## src/rtl/serial_frame_pkg.sv

```systemverilog
// serial_frame_pkg: shared state encoding and helpers for the serial frame receiver
package serial_frame_pkg;
    typedef enum logic [2:0] {IDLE, DATA, PARITY, STOP, WAIT_HIGH} state_e;

    function automatic int cnt_width(input int width);
        return $clog2(width + 1);
    endfunction

    function automatic logic calc_parity(input logic [31:0] data, input logic odd);
        return ^data ^ odd;
    endfunction
endpackage

```

## src/rtl/serial_frame_receiver_rx_shift_reg.sv

```systemverilog
// rx_shift_reg: right-shift register, new bit enters at the MSB so LSB-first data lands in order
module rx_shift_reg #(
    parameter int WIDTH = 4
) (
    input  logic             clk,
    input  logic             reset,
    input  logic             en,
    input  logic             clr,
    input  logic             d,
    output logic [WIDTH-1:0] q
);
    always_ff @(posedge clk or posedge reset)
        if (reset) q <= '0;
        else if (clr) q <= '0;
        else if (en) q <= {d, q[WIDTH-1:1]};
endmodule

```

## src/rtl/serial_frame_receiver.sv

```systemverilog
// serial_frame_receiver: deframes start/data/parity/stop bits into a one-entry valid/ready buffer
module serial_frame_receiver
    import serial_frame_pkg::*;
#(
    parameter int WIDTH      = 4,
    parameter bit PARITY_EN  = 1'b1,
    parameter bit PARITY_ODD = 1'b0
) (
    input  logic             clk,
    input  logic             reset,
    input  logic             bit_en,
    input  logic             serial_in,
    output logic [WIDTH-1:0] out_data,
    output logic             out_valid,
    input  logic             out_ready,
    output logic             parity_err,
    output logic             frame_err,
    output logic             overrun,
    output logic             busy
);
    localparam int CW = cnt_width(WIDTH);

    state_e           r_state, w_next;
    logic [CW-1:0]    r_cnt;
    logic [WIDTH-1:0] w_shreg, r_data;
    logic             r_par_err, r_valid, r_parity_err, r_frame_err, r_overrun;
    logic             w_start, w_shift, w_last, w_stop, w_good;

    assign w_start = bit_en && r_state == IDLE && !serial_in;
    assign w_shift = bit_en && r_state == DATA;
    assign w_last  = r_cnt == CW'(WIDTH - 1);
    assign w_stop  = bit_en && r_state == STOP;
    assign w_good  = w_stop && serial_in && !r_par_err;

    rx_shift_reg #(.WIDTH(WIDTH)) u_shreg (
        .clk  (clk),
        .reset(reset),
        .en   (w_shift),
        .clr  (w_start),
        .d    (serial_in),
        .q    (w_shreg)
    );

    always_comb begin
        w_next = r_state;
        if (bit_en)
            case (r_state)
                IDLE:      w_next = serial_in ? IDLE : DATA;
                DATA:      w_next = !w_last ? DATA : (PARITY_EN ? PARITY : STOP);
                PARITY:    w_next = STOP;
                STOP:      w_next = serial_in ? IDLE : WAIT_HIGH;
                WAIT_HIGH: w_next = serial_in ? IDLE : WAIT_HIGH;
                default:   w_next = IDLE;
            endcase
    end

    always_ff @(posedge clk or posedge reset)
        if (reset) begin
            r_state   <= IDLE;
            r_cnt     <= '0;
            r_par_err <= 1'b0;
        end else begin
            r_state <= w_next;
            if (w_start) r_cnt <= '0;
            else if (w_shift) r_cnt <= r_cnt + CW'(1);
            if (w_start) r_par_err <= 1'b0;
            else if (bit_en && r_state == PARITY)
                r_par_err <= calc_parity(32'(w_shreg), PARITY_ODD) ^ serial_in;
        end

    // a good frame may reload the buffer in the same cycle the old word is consumed
    always_ff @(posedge clk or posedge reset)
        if (reset) begin
            r_data       <= '0;
            r_valid      <= 1'b0;
            r_parity_err <= 1'b0;
            r_frame_err  <= 1'b0;
            r_overrun    <= 1'b0;
        end else begin
            r_parity_err <= w_stop && serial_in && r_par_err;
            r_frame_err  <= w_stop && !serial_in;
            r_overrun    <= w_good && r_valid && !out_ready;
            if (w_good && (!r_valid || out_ready)) begin
                r_data  <= w_shreg;
                r_valid <= 1'b1;
            end else if (r_valid && out_ready) r_valid <= 1'b0;
        end

    assign out_data   = r_data;
    assign out_valid  = r_valid;
    assign parity_err = r_parity_err;
    assign frame_err  = r_frame_err;
    assign overrun    = r_overrun;
    assign busy       = r_state != IDLE;
endmodule
```

## config.mk

```make
export PLATFORM = sky130hd
export DESIGN_NAME = serial_frame_receiver
export DESIGN_NICKNAME = d
export VERILOG_FILES = /design/src/rtl/serial_frame_pkg.sv /design/src/rtl/serial_frame_receiver_rx_shift_reg.sv /design/src/rtl/serial_frame_receiver.sv
export SDC_FILE = /design/constraint.sdc
export NUM_CORES = 1
export LEC_CHECK = 0
export CORE_MARGIN = 2
export CORE_UTILIZATION = 30
export CTS_CLUSTER_DIAMETER = 80
export DETAILED_ROUTE_END_ITERATION = 8
export GPL_ROUTABILITY_DRIVEN = 1
export PLACE_DENSITY_LB_ADDON = 0.25
export RECOVER_POWER = 50
export SYNTH_ARGS = -nofsm -noshare
export SYNTH_HDL_FRONTEND = slang
export SYNTH_SLANG_ARGS = --single-unit
```

## constraint.sdc

```tcl
create_clock -name clk -period 1.6 [get_ports clk]
set_input_delay 0.24 -clock clk [delete_from_list [all_inputs] [get_ports clk]]
set_output_delay 0.24 -clock clk [all_outputs]
set_load 0.02 [all_outputs]
```

* Word level (Yosys, flattened, before mapping)
Index checks and enable logic that the tools add are counted.
Word-level totals: flip-flop bits (word level) 19, logic and storage cells 53, output and inout bits 9
Operators by class: bitwise logic cells 1, add/sub/neg operators 1, equal/unequal tests 5, mux-type cells 12, reduce and logical (&&, ||, !) cells 25
Operator list (count):
- $reduce_xor 32->1 | 1
- $logic_and 1x1->1 | 13
- $pmux 3 s4 | 1
- $eq 3x2->1 const B | 3
- $mux 3 | 3
- $mux 4 | 2
- $reduce_bool 2->1 | 3
- $mux 1 | 5
- $logic_not 1->1 | 4
- $add 3x1->3 const B | 1
- $eq 3x1->1 const B | 1
- $eq 3x3->1 const B | 1
- $logic_not 3->1 | 1
- $reduce_bool 3->1 | 1
- $mux 2 | 1
- $reduce_or 2->1 | 1
- $logic_or 1x1->1 | 1
- $xor 1x1->1 | 1

* Longest topological paths before layout
word-level depth 6, gate-level depth with buffers 5, mapped depth without buffers 5

* Modules after synthesis
Synthesis repeated with hierarchy kept, for this count alone.
Unflattened totals: cell total of the unflattened synthesis 76, area, all modules 914.6 um^2
Modules (own cells, without submodules):
- serial_frame_receiver | cells an instance 62, instances 1, area each 750.7 um^2
- rx_shift_reg | cells an instance 14, instances 1, area each 163.9 um^2

* Worst setup path after synthesis
Ideal clock, no wire load.
path type reg2reg, start register r_state[2], end register r_data[0] (netlist: out_data[0]), stages on the path, launching flop included 5, arrival 1.370 ns, data required time 1.475 ns, path slack 0.105 ns, cells stage by stage dfrtp_1 buf_2 nand4b_4 nor4b_4 mux2_4
Between the ends: cells in the longest elaborated chain, start to end 5
Ends and longest elaborated chain:
- start: declaration | RTL line serial_frame_receiver.sv:23 | state_e r_state, w_next;
- start signal: assignment | RTL line serial_frame_receiver.sv:63 | r_state <= w_next;
- $eq 3x2->1 | RTL line serial_frame_receiver.sv:32 | assign w_stop = bit_en && r_state == STOP;
- $logic_and 1x1->1 | RTL line serial_frame_receiver.sv:32
- $logic_and 1x1->1 (2 in a row) | RTL line serial_frame_receiver.sv:33 | assign w_good = w_stop && serial_in && !r_par_err;
- $logic_and 1x1->1 | RTL line serial_frame_receiver.sv:83 | if (w_good && (!r_valid || out_ready)) begin
- end signal: assignment | RTL line serial_frame_receiver.sv:84 | r_data <= w_shreg;
- end: declaration | RTL line serial_frame_receiver.sv:25 | logic [WIDTH-1:0] w_shreg, r_data;
Every way passes these cells. A chain may end at the register's enable or synchronous reset.

* Worst setup path after layout
start register r_data[1] (netlist: out_data[1]), end output port out_data[1]
RTL lines:
- end: declaration | RTL line serial_frame_receiver.sv:13 | output logic [WIDTH-1:0] out_data,
No word-level cell between the ends.

==> impl_metrics.py <==
metrics = {
    "detailed_routing": {
        "postRouteWirelength_mm": 1.48,
        "dr_total_vias": 600,
        "ant_nets": 0,
        "drtIter0Drc": 4,
        "drtPass1Iterations": 4,
        "routed_via_density": 4.88,
        "avgRoutedWirePerCell_microns": 12.1,
        "drc": 0,
    },
    "sta": {
        "worst_pin_slew_ps": 991,
        "slew_violations": 0,
        "min_period_ps": 1490,
        "finalHoldViolCount": 0,
        "timing.fmax_ghz": 0.669,
        "worst_slack_ps": 106,
        "rsz0062_at_grt": "false",
        "setup_viol": 0,
        "timing.hold.ws_ps": 508,
        "fin_crit_sh": 0.934,
        "slew_headroom": 0.339,
        "setup_tns_ps": 0,
        "fin_worst_skew_ps": 1.48,
    },
    "critical_path": {
        "critPathRequiredTime_ps": 1360,
        "crit_family": "buffers and inverters",
        "worstReg2RegEnd": "out_data[1]",
        "cp_num_cells": 1,
        "rr_startpoint": "r_state[0]",
        "slowest_delay_ps": 600,
        "path_cells": "clkdlybuf4s50_1",
        "cp-startpoint": "out_data[1]",
        "reg2reg_slack_ps": 150,
        "path_buf_inv": 1,
        "critPathKind": "reg -> out",
        "start_kind": "flop",
        "rr_worst_depth": 5,
        "arrival_ps": 1250,
        "slowest_stage": "clkdlybuf4s50_1",
        "path_max_fanout": 2,
        "crit_end": "out_data[1]",
        "endpoint_kind": "output pin",
    },
    "placement": {
        "placedInstanceArea_sq_um": 1120,
        "dp_hpwl_mm": 1.13,
        "place_ws_ps": -191,
        "port-buffer-count": 13,
        "place.gp.congestion": 0.726,
    },
    "power": {
        "powerDensity_nw_per_um2": 1600,
        "p_leak_nw": 0.546,
        "ir_drop_uv": 935,
    },
    "clocking": {
        "clk_path_buf_depth": 2,
        "postCtsSetupBuffers": 0,
        "clk_pin_slew_worst_paths_ps": 100,
        "holdBufCountCts": 0,
        "clock-sinks": 19,
        "cts_resized": 2,
        "cts_buffers": 3,
        "root_buffer": "clkbuf_4",
        "cts_tree": "yes",
        "htree_levels": 1,
        "clk_latency_ps": 280,
    },
    "finish": {
        "area_growth_pct": 27.8,
        "drive_gt1_frac": 0.261,
        "nets": 100,
        "n_antenna_cell": 0,
        "final_cell_mix": "dfrtp_1, clkdlybuf4s50_1, buf_4",
        "fin_area_sq_um": 1140,
        "final_common_cell": "dfrtp_1",
        "fillers": 270,
    },
    "logic_synthesis": {
        "netlist_area_sq_um": 892,
        "ys_seq_elements": 19,
        "seq_area_frac_synth": 0.533,
        "ys_warn_count": 0,
        "syn_area_per_cell_sq_um": 13.1,
        "async_reset_ff_frac": 1.00,
        "synth_edf_count": 0,
        "ys.flop_type": "dfrtp_1",
        "synth_cells": 68,
        "synth_nets": 75,
        "synth_cell_types": 28,
    },
    "global_route": {
        "grt_start_max_net_pins": 20,
        "gr-usage-all-layers": 0.103,
        "gr-total-overflow": 0,
        "grt_pass1_wl_mm": 2.73,
        "grt_pass1_vias": 603,
        "antenna_found_initial": 0,
    },
    "floorplan": {
        "io_pins": 14,
        "rows": 19,
        "die_height_microns": 58.5,
        "coreArea_sq_um": 2780,
        "dieArea_sq_um": 3430,
        "start_util": 0.321,
        "die_w_microns": 58.5,
    },
    "worst_hold_path": {
        "hp-class": "reg -> reg",
        "hp-start": "r_cnt[2]",
    },
    "run_status": {
        "status": "finished, final reports clean",
    },
    "flow_run": {
        "cap_violations": 0,
    },
}
==> state kept, by name, summed over array words and instances (netlist names) <==
register    cells
r_state         3
out_data        4
r_par_err       1
parity_err      1
frame_err       1
u_shreg.q       4
overrun         1
out_valid       1
r_cnt           3
==> power by group <==
part           internal [mW]  total [mW]  switching (mW)
Clock                 0.0968       0.228           0.131
Combinational          0.462       0.840           0.378
Sequential             0.635       0.758           0.123
==> cell usage after synthesis, types with 2 or more instances <==
| master | count | area, sq um |
|---|---|---|
| ha_1 | 2 | 25.0 |
| nor2_1 | 3 | 11.3 |
| xnor2_1 | 2 | 17.5 |
| inv_1 | 5 | 18.8 |
| mux2_2 | 2 | 22.5 |
| o31ai_1 | 2 | 15.0 |
| dfrtp_1 | 19 | 475 |
| a22o_1 | 6 | 52.6 |
| o21ai_0 | 3 | 15.0 |
| nor3_1 | 2 | 10.0 |
| buf_2 | 2 | 10.0 |
| mux2_4 | 4 | 60.1 |
==> through the flow <==
step,instances,utilization,power [mW]
CTS,123,0.413,1.87
global placement,119,0.404,1.62
global route,123,0.410,1.98
detailed placement,119,0.404,1.64
finish,123,0.410,1.83
floorplan,68,-,1.35
==> cell families after synthesis <==
logic type	share of synthesized area
AOI/OAI and AO/OA	0.125
adders and majority gates	0.0280
muxes	0.0926
DFF	0.533
buffers and inverters	0.0407
and+or+nand+nor	0.136
xor gates and xnor gates	0.0449
==> per-layer routing <==
metal | vias up | GRT usage | routed length [microns]
met3 | 2 | 0.0418 | 83
met4 | 0 | 0.0199 | 13
li1 | 292 | - | -
met2 | 10 | 0.164 | 641
met1 | 296 | 0.134 | 743
met5 | - | 0 | 0
==> how the worst min path moves through the flow <==
stage	endpoint	slack, ps	cells after the start
after floorplan	frame_err	190	1
after global placement	r_cnt[2]	480	1
after detailed placement	r_cnt[2]	490	1
after CTS	out_data[0]	260	3
after global routing	out_data[2]	530	1
final	r_cnt[2]	510	1
==> cell type report <==
type	instances	area, sq um	area share
clock buffers	4	26.3	0.0231
repair buffers	23	196	0.172
multi-input cells	40	380	0.334
well taps	31	38.8	0.0340
inverters	6	22.5	0.0198
flip-flops and latches	19	475	0.417
No activity file was read; power rests on OpenSTA's default activity.
